## src/rtl/fir_decim_quant.sv

```systemverilog
// Purpose: keep every D-th wide signed FIR sample, round-half-up, shift, saturate to OWIDTH, buffer in a small FIFO.
// Latency: a kept sample accepted in cycle N shows dout_valid in cycle N+2 when the FIFO is empty.
// Backpressure: din_busy comes from registers only (FIFO count + stage-1 occupancy >= FDEPTH); there is no comb path from dout_busy.
// Ports: clk/rst (sync, active-high); decim = decimation factor (0 acts as 1);
//        din_valid/din_busy/din_data = input handshake; dout_valid/dout_busy/dout_data = output handshake;
//        sat_cnt = saturating count of clipped samples pushed into the FIFO.
module fir_decim_quant #(
  parameter int IWIDTH = 22,
  parameter int OWIDTH = 8,
  parameter int SHIFT  = 6,
  parameter int CWIDTH = 4,
  parameter int FDEPTH = 4
) (
  input  logic              clk,
  input  logic              rst,
  input  logic [CWIDTH-1:0] decim,
  input  logic              din_valid,
  output logic              din_busy,
  input  logic [IWIDTH-1:0] din_data,
  output logic              dout_valid,
  input  logic              dout_busy,
  output logic [OWIDTH-1:0] dout_data,
  output logic [15:0]       sat_cnt
);

  localparam int AW   = (FDEPTH > 1) ? $clog2(FDEPTH) : 1;
  localparam int CNTW = $clog2(FDEPTH + 1);
  localparam int RSH  = (SHIFT > 0) ? SHIFT - 1 : 0;

  // Rounding offset, and the representable output range expressed at the intermediate width.
  localparam logic signed [IWIDTH:0] RND  = (SHIFT > 0) ? $signed((IWIDTH+1)'(1) << RSH) : '0;
  localparam logic signed [IWIDTH:0] QMAX = (IWIDTH+1)'((2 ** (OWIDTH-1)) - 1);
  localparam logic signed [IWIDTH:0] QMIN = ~QMAX;

  localparam logic [OWIDTH-1:0] SAT_POS = {1'b0, {(OWIDTH-1){1'b1}}};
  localparam logic [OWIDTH-1:0] SAT_NEG = {1'b1, {(OWIDTH-1){1'b0}}};

  // Decimation phase
  logic [CWIDTH-1:0] deff;
  logic [CWIDTH-1:0] phs;
  logic [CWIDTH:0]   phs_inc;
  logic              accept;
  logic              keep;

  assign deff    = (decim == '0) ? CWIDTH'(1) : decim;
  assign phs_inc = {1'b0, phs} + (CWIDTH+1)'(1);
  assign accept  = din_valid && !din_busy;
  assign keep    = accept && (phs == '0);

  // Quantizer: one extra bit of headroom so the rounding add cannot overflow.
  logic signed [IWIDTH:0] x_ext;
  logic signed [IWIDTH:0] r_val;
  logic signed [IWIDTH:0] q_val;
  logic [OWIDTH-1:0]      q_out;
  logic                   q_sat;

  assign x_ext = {din_data[IWIDTH-1], din_data};
  assign r_val = x_ext + RND;
  assign q_val = r_val >>> SHIFT;

  always_comb begin
    q_out = q_val[OWIDTH-1:0];
    q_sat = 1'b0;
    if (q_val > QMAX) begin
      q_out = SAT_POS;
      q_sat = 1'b1;
    end else if (q_val < QMIN) begin
      q_out = SAT_NEG;
      q_sat = 1'b1;
    end
  end

  // Stage 1 and output FIFO
  logic              s1_valid;
  logic [OWIDTH-1:0] s1_dat;
  logic              s1_sat;

  logic [OWIDTH-1:0] mem [FDEPTH];
  logic [AW-1:0]     wr_ptr;
  logic [AW-1:0]     rd_ptr;
  logic [CNTW-1:0]   count;
  logic              push;
  logic              pop;

  function automatic logic [AW-1:0] next_ptr(input logic [AW-1:0] p);
    return (p == AW'(FDEPTH - 1)) ? '0 : p + AW'(1);
  endfunction

  // s1 is counted as occupied so that a sample accepted now always finds a FIFO slot two edges later.
  assign din_busy   = ({1'b0, count} + {{CNTW{1'b0}}, s1_valid}) >= (CNTW+1)'(FDEPTH);
  assign dout_valid = (count != '0);
  assign dout_data  = mem[rd_ptr];
  assign push       = s1_valid;
  assign pop        = dout_valid && !dout_busy;

  always_ff @(posedge clk) begin
    if (rst) begin
      phs      <= '0;
      s1_valid <= 1'b0;
      s1_dat   <= '0;
      s1_sat   <= 1'b0;
      wr_ptr   <= '0;
      rd_ptr   <= '0;
      count    <= '0;
      sat_cnt  <= '0;
      for (int i = 0; i < FDEPTH; i++) begin
        mem[i] <= '0;
      end
    end else begin
      // A phase left out of range by a decim change wraps: that sample is dropped and phs restarts.
      if (accept) begin
        phs <= (phs_inc >= {1'b0, deff}) ? '0 : phs_inc[CWIDTH-1:0];
      end

      s1_valid <= keep;
      if (keep) begin
        s1_dat <= q_out;
        s1_sat <= q_sat;
      end

      if (push) begin
        mem[wr_ptr] <= s1_dat;
        wr_ptr      <= next_ptr(wr_ptr);
        if (s1_sat && (sat_cnt != 16'hFFFF)) begin
          sat_cnt <= sat_cnt + 16'd1;
        end
      end

      if (pop) begin
        rd_ptr <= next_ptr(rd_ptr);
      end

      case ({push, pop})
        2'b10:   count <= count + CNTW'(1);
        2'b01:   count <= count - CNTW'(1);
        default: count <= count;
      endcase
    end
  end

endmodule

```

## config.mk

```make
export PLATFORM = sky130hd
export DESIGN_NAME = fir_decim_quant
export DESIGN_NICKNAME = d
export VERILOG_FILES = /design/src/rtl/fir_decim_quant.sv
export SDC_FILE = /design/constraint.sdc
export NUM_CORES = 1
export LEC_CHECK = 0
export BUFFER_PORTS_ARGS = -buffer_cell sky130_fd_sc_hd__buf_4
export CELL_PAD_IN_SITES_DETAIL_PLACEMENT = 1
export CELL_PAD_IN_SITES_GLOBAL_PLACEMENT = 2
export CORE_AREA = 2 2 105 107
export DETAILED_ROUTE_END_ITERATION = 10
export DIE_AREA = 0 0 107 109
export GPL_TIMING_DRIVEN = 0
export PLACE_DENSITY_LB_ADDON = 0.1
export SLEW_MARGIN = 20
export SYNTH_ARGS = -nofsm -noshare
export SYNTH_HDL_FRONTEND = slang
export SYNTH_SLANG_ARGS = --single-unit
```

## constraint.sdc

```tcl
create_clock -name clk -period 2.7 [get_ports clk]
set_input_delay 0.27 -clock clk [delete_from_list [all_inputs] [get_ports clk]]
set_output_delay 0.27 -clock clk [all_outputs]
set_load 0.005 [all_outputs]
```

==> metrics.yaml <==
clock_tree:
  clk_pin_slew_ns: 0.07
  cts.hold.buffers_added: 0
  ctsLongestPathBuffers: 2
  clock_latency_ns: 0.34
  cts_resized: 0
  cts_root_buf: "clkbuf_8"
  cts_setup_buffers: 0
  cts.sinks: 71
  tritoncts: "built"
  cts_made_buffers: 9
  htreeDepth: 3
pwr:
  p_leak_uw: 0.00166
  ir_drop_v: 0.000215
  total_power_uw: 2590
  powerDensity_nw_per_um2: 591
critical_path:
  r2r_cells: 8
  cp.buffers_inverters: 2
  slowest_delay_ns: 0.72
  path_cells: "buf_4 -> ha_1 -> and2_1 -> clkbuf_1 -> o31ai_1 -> a32oi_1 -> o41ai_2 -> nand3_1 -> a31oi_1"
  worst_path_max_delay_cell: "o41ai_2"
  worst-r2r-setup-slack_ns: 0.46
  crit_required_ns: 2.97
  r2r_start: "count[0]$_SDFFE_PP0P_"
  worst_setup_path_end_kind: "flip-flop"
  r2r-end: "count[2]$_SDFFE_PP0P_"
  cp_max_fo: 6
  arrival_ns: 2.55
  path_class: "in -> reg"
  crit_path_start_kind: "input pin"
  cp_top_family: "compound AO/OA/AOI/OAI gates"
sta:
  tightest_slew_ns: 0.979
  relSlewSlack_pct: 34.2
  max_freq_ghz: 0.438
  period_minus_slack_ns: 2.28
  slew_violations: 0
  setup_viol: 0
  hold_violations: 0
  clock_skew_ns: 0.00690
  setup-tns-final_ns: 0
  rsz0062_at_grt: "no"
  finalCritPeriodShare_pct: 84.5
flow_run:
  max_cap_viol_count: 0
routing:
  first_pass_iters: 4
  vias: 2873
  drcViolationCount: 0
  drtIter0Drc: 118
  final_antenna_net_count: 0
  drt-total-wl_microns: 8850
  viasPerCell: 5.11
  avgRoutedWirePerCell_microns: 15.8
yosys:
  ys_ff_latch: 71
  ys_types: 50
  synth_top_area_share_pct: 26.0
  syn_nets: 401
  syn_area_sq_um: 3690
  synth_xor_area_share_pct: 5.45
  yosysWarnings: 0
  synth-edff-count: 32
  synth_top_family_by_area: "simple AND/OR/NAND/NOR gates"
  synthMuxAreaShare_pct: 7.42
  synth_cells: 359
  synth_fa_ha_area_share_pct: 4.27
  yosys.area_share.simple_pct: 23.9
  synth.area.top_cells: "edfxtp_1 26%, dfxtp_1 21%, and2_1 5.6%"
  avgSynthCellArea_sq_um: 10.3
  synth_compound_area_share_pct: 9.15
  synth-main-ff-cell: "dfxtp_1"
  synthArstFlopShare_pct: 0
  ys_seq_area_share_pct: 47.2
  synth_top_area_cell: "edfxtp_1"
place:
  gp_congestion: 0.743
  place_inst: 546
  dp_hpwl_microns: 6620
  port_buffers: 47
hold_path:
  hold_depth: 4
  holdCritPathClass: "in -> reg"
  min_from: "din_valid"
  hold_end: "phs[0]$_SDFFE_PP0P_"
global_routing:
  globalRouteOverflowTotal: 0
  grt_pass1_vias: 2986
  grt_max_degree: 12
  grt_first_pass_wirelength_microns: 15000
  grt.total_usage_pct: 16.8
  antenna_found_initial: 0
cells_and_area:
  drive_gt1_share_pct: 18.7
  final_cell_mix: "47 x buf_4, 41 x nor2_1, 39 x dfxtp_1"
  antennaDiodeCount: 0
  area_growth_pct: 18.5
  instances_no_fill: 562
  final_common_cell: "buf_4"
  nNetsFinal: 459
floorplanning:
  initial_core_util_pct: 34.8
  num_rows: 38
  num_io_pins: 56
  dieWidth_microns: 107
  die_h_microns: 109
  core_area_sq_um: 10600
  dieArea_sq_um: 11700
status:
  status: "finished clean"
[logic make-up (layout without fill, tap and decap cells)]
| logic type | Yosys count | in the layout |
|---|---|---|
| XOR/XNOR | 23 | 23 |
| flip-flops | 71 | 71 |
| multiplexers | 17 | 17 |
| AO/OA/AOI/OAI | 51 | 51 |
| buffers and inverters | 26 | 89 |
| AND/OR/NAND/NOR | 159 | 159 |
| adder cells (fa/ha/maj) | 12 | 12 |
[layer usage]
metal / track usage (%) / wire, microns / share of wire [%]
met1: 21.4 / 4090 / 46
met2: 28.6 / 4430 / 50
met3: 3.11 / 207 / 2.3
met4: 6.12 / 121 / 1.4
met5: 0 / 0 / 0
[Yosys cell counts (2+ instances only)]
cell	count
a22oi_1	7
a31o_2	2
inv_1	13
or3_1	5
a21oi_1	18
and2_1	33
mux4_2	8
nor3_1	6
clkbuf_1	11
and4_1	4
edfxtp_1	32
nor2_1	41
mux2_2	3
nand4_1	13
mux2i_1	6
nand2b_1	4
o211ai_1	3
and3_1	5
a21o_1	3
nand3b_1	2
xor2_1	15
nand2_1	13
xnor2_1	8
nor3b_1	4
ha_1	11
nand3_1	14
nor4_1	5
dfxtp_1	39
o21ai_0	5
or2_2	3
a31oi_1	4
[final cells by class]
cell class	count	area, sq um
Buffer	13	50.0
Clock inverter	2	8.76
Fill cell	1198	6220
Tap cell	140	175
Timing Repair Buffer	47	353
Inverter	13	48.8
Multi-Input combinational cell	262	1860
Sequential cell	71	1740
Clock buffer	14	143
[metrics by stage]
stage | hold WS (ns) | utilization (%) | setup slack (ns) | cell area, sq um
final | 0.285 | 41.3 | 0.418 | 4380
after global routing | 0.298 | 41.3 | 0.185 | 4380
after CTS | 0.268 | 41.2 | 0.243 | 4370
after detailed placement | 0.460 | 39.8 | 0.0703 | 4220
after global placement | 0.453 | 39.8 | 0.0768 | 4220
after floorplan | 0.432 | - | 0.478 | 3690
[report_power, final]
part           switching [uW]  total [uW]  internal [uW]
clock                     366         697            331
sequential               71.0        1280           1210
combinational             317         610            293
[worst max path at each step]
stage                                        from                       end  slack (ns)  cells after the start
after floorplan                       din_data[5]    s1_dat[3]$_SDFFE_PP0P_        0.48                      8
after global placement                din_data[5]    s1_dat[0]$_SDFFE_PP0P_        0.08                      9
after detailed placement              din_data[5]    s1_dat[3]$_SDFFE_PP0P_        0.07                      9
after CTS                 sat_cnt[7]$_SDFFE_PP0P_  sat_cnt[13]$_SDFFE_PP0P_        0.24                      6
after global routing                  din_data[5]    s1_dat[1]$_SDFFE_PP0P_        0.18                      9
final                                 din_data[5]    s1_dat[0]$_SDFFE_PP0P_        0.42                      9
[worst register-to-register path: stages (launching register included)]
cell and delay [ns]:
dfxtp_1 0.39, or3_1 0.17, nor2b_1 0.32, ha_1 0.26, inv_1 0.06, fa_1 0.37
xor2_1 0.16, or3_1 0.31, a21oi_1 0.14
[registers in the layout (all words and copies together), names as in the netlist, named ones only]
| name | count |
|---|---|
| s1_dat | 8 |
| mem | 32 |
| push | 1 |
| count | 3 |
| s1_sat | 1 |
| sat_cnt | 16 |
| phs | 4 |
| rd_ptr | 2 |
| wr_ptr | 2 |
Power figures use the tool's default switching activity.
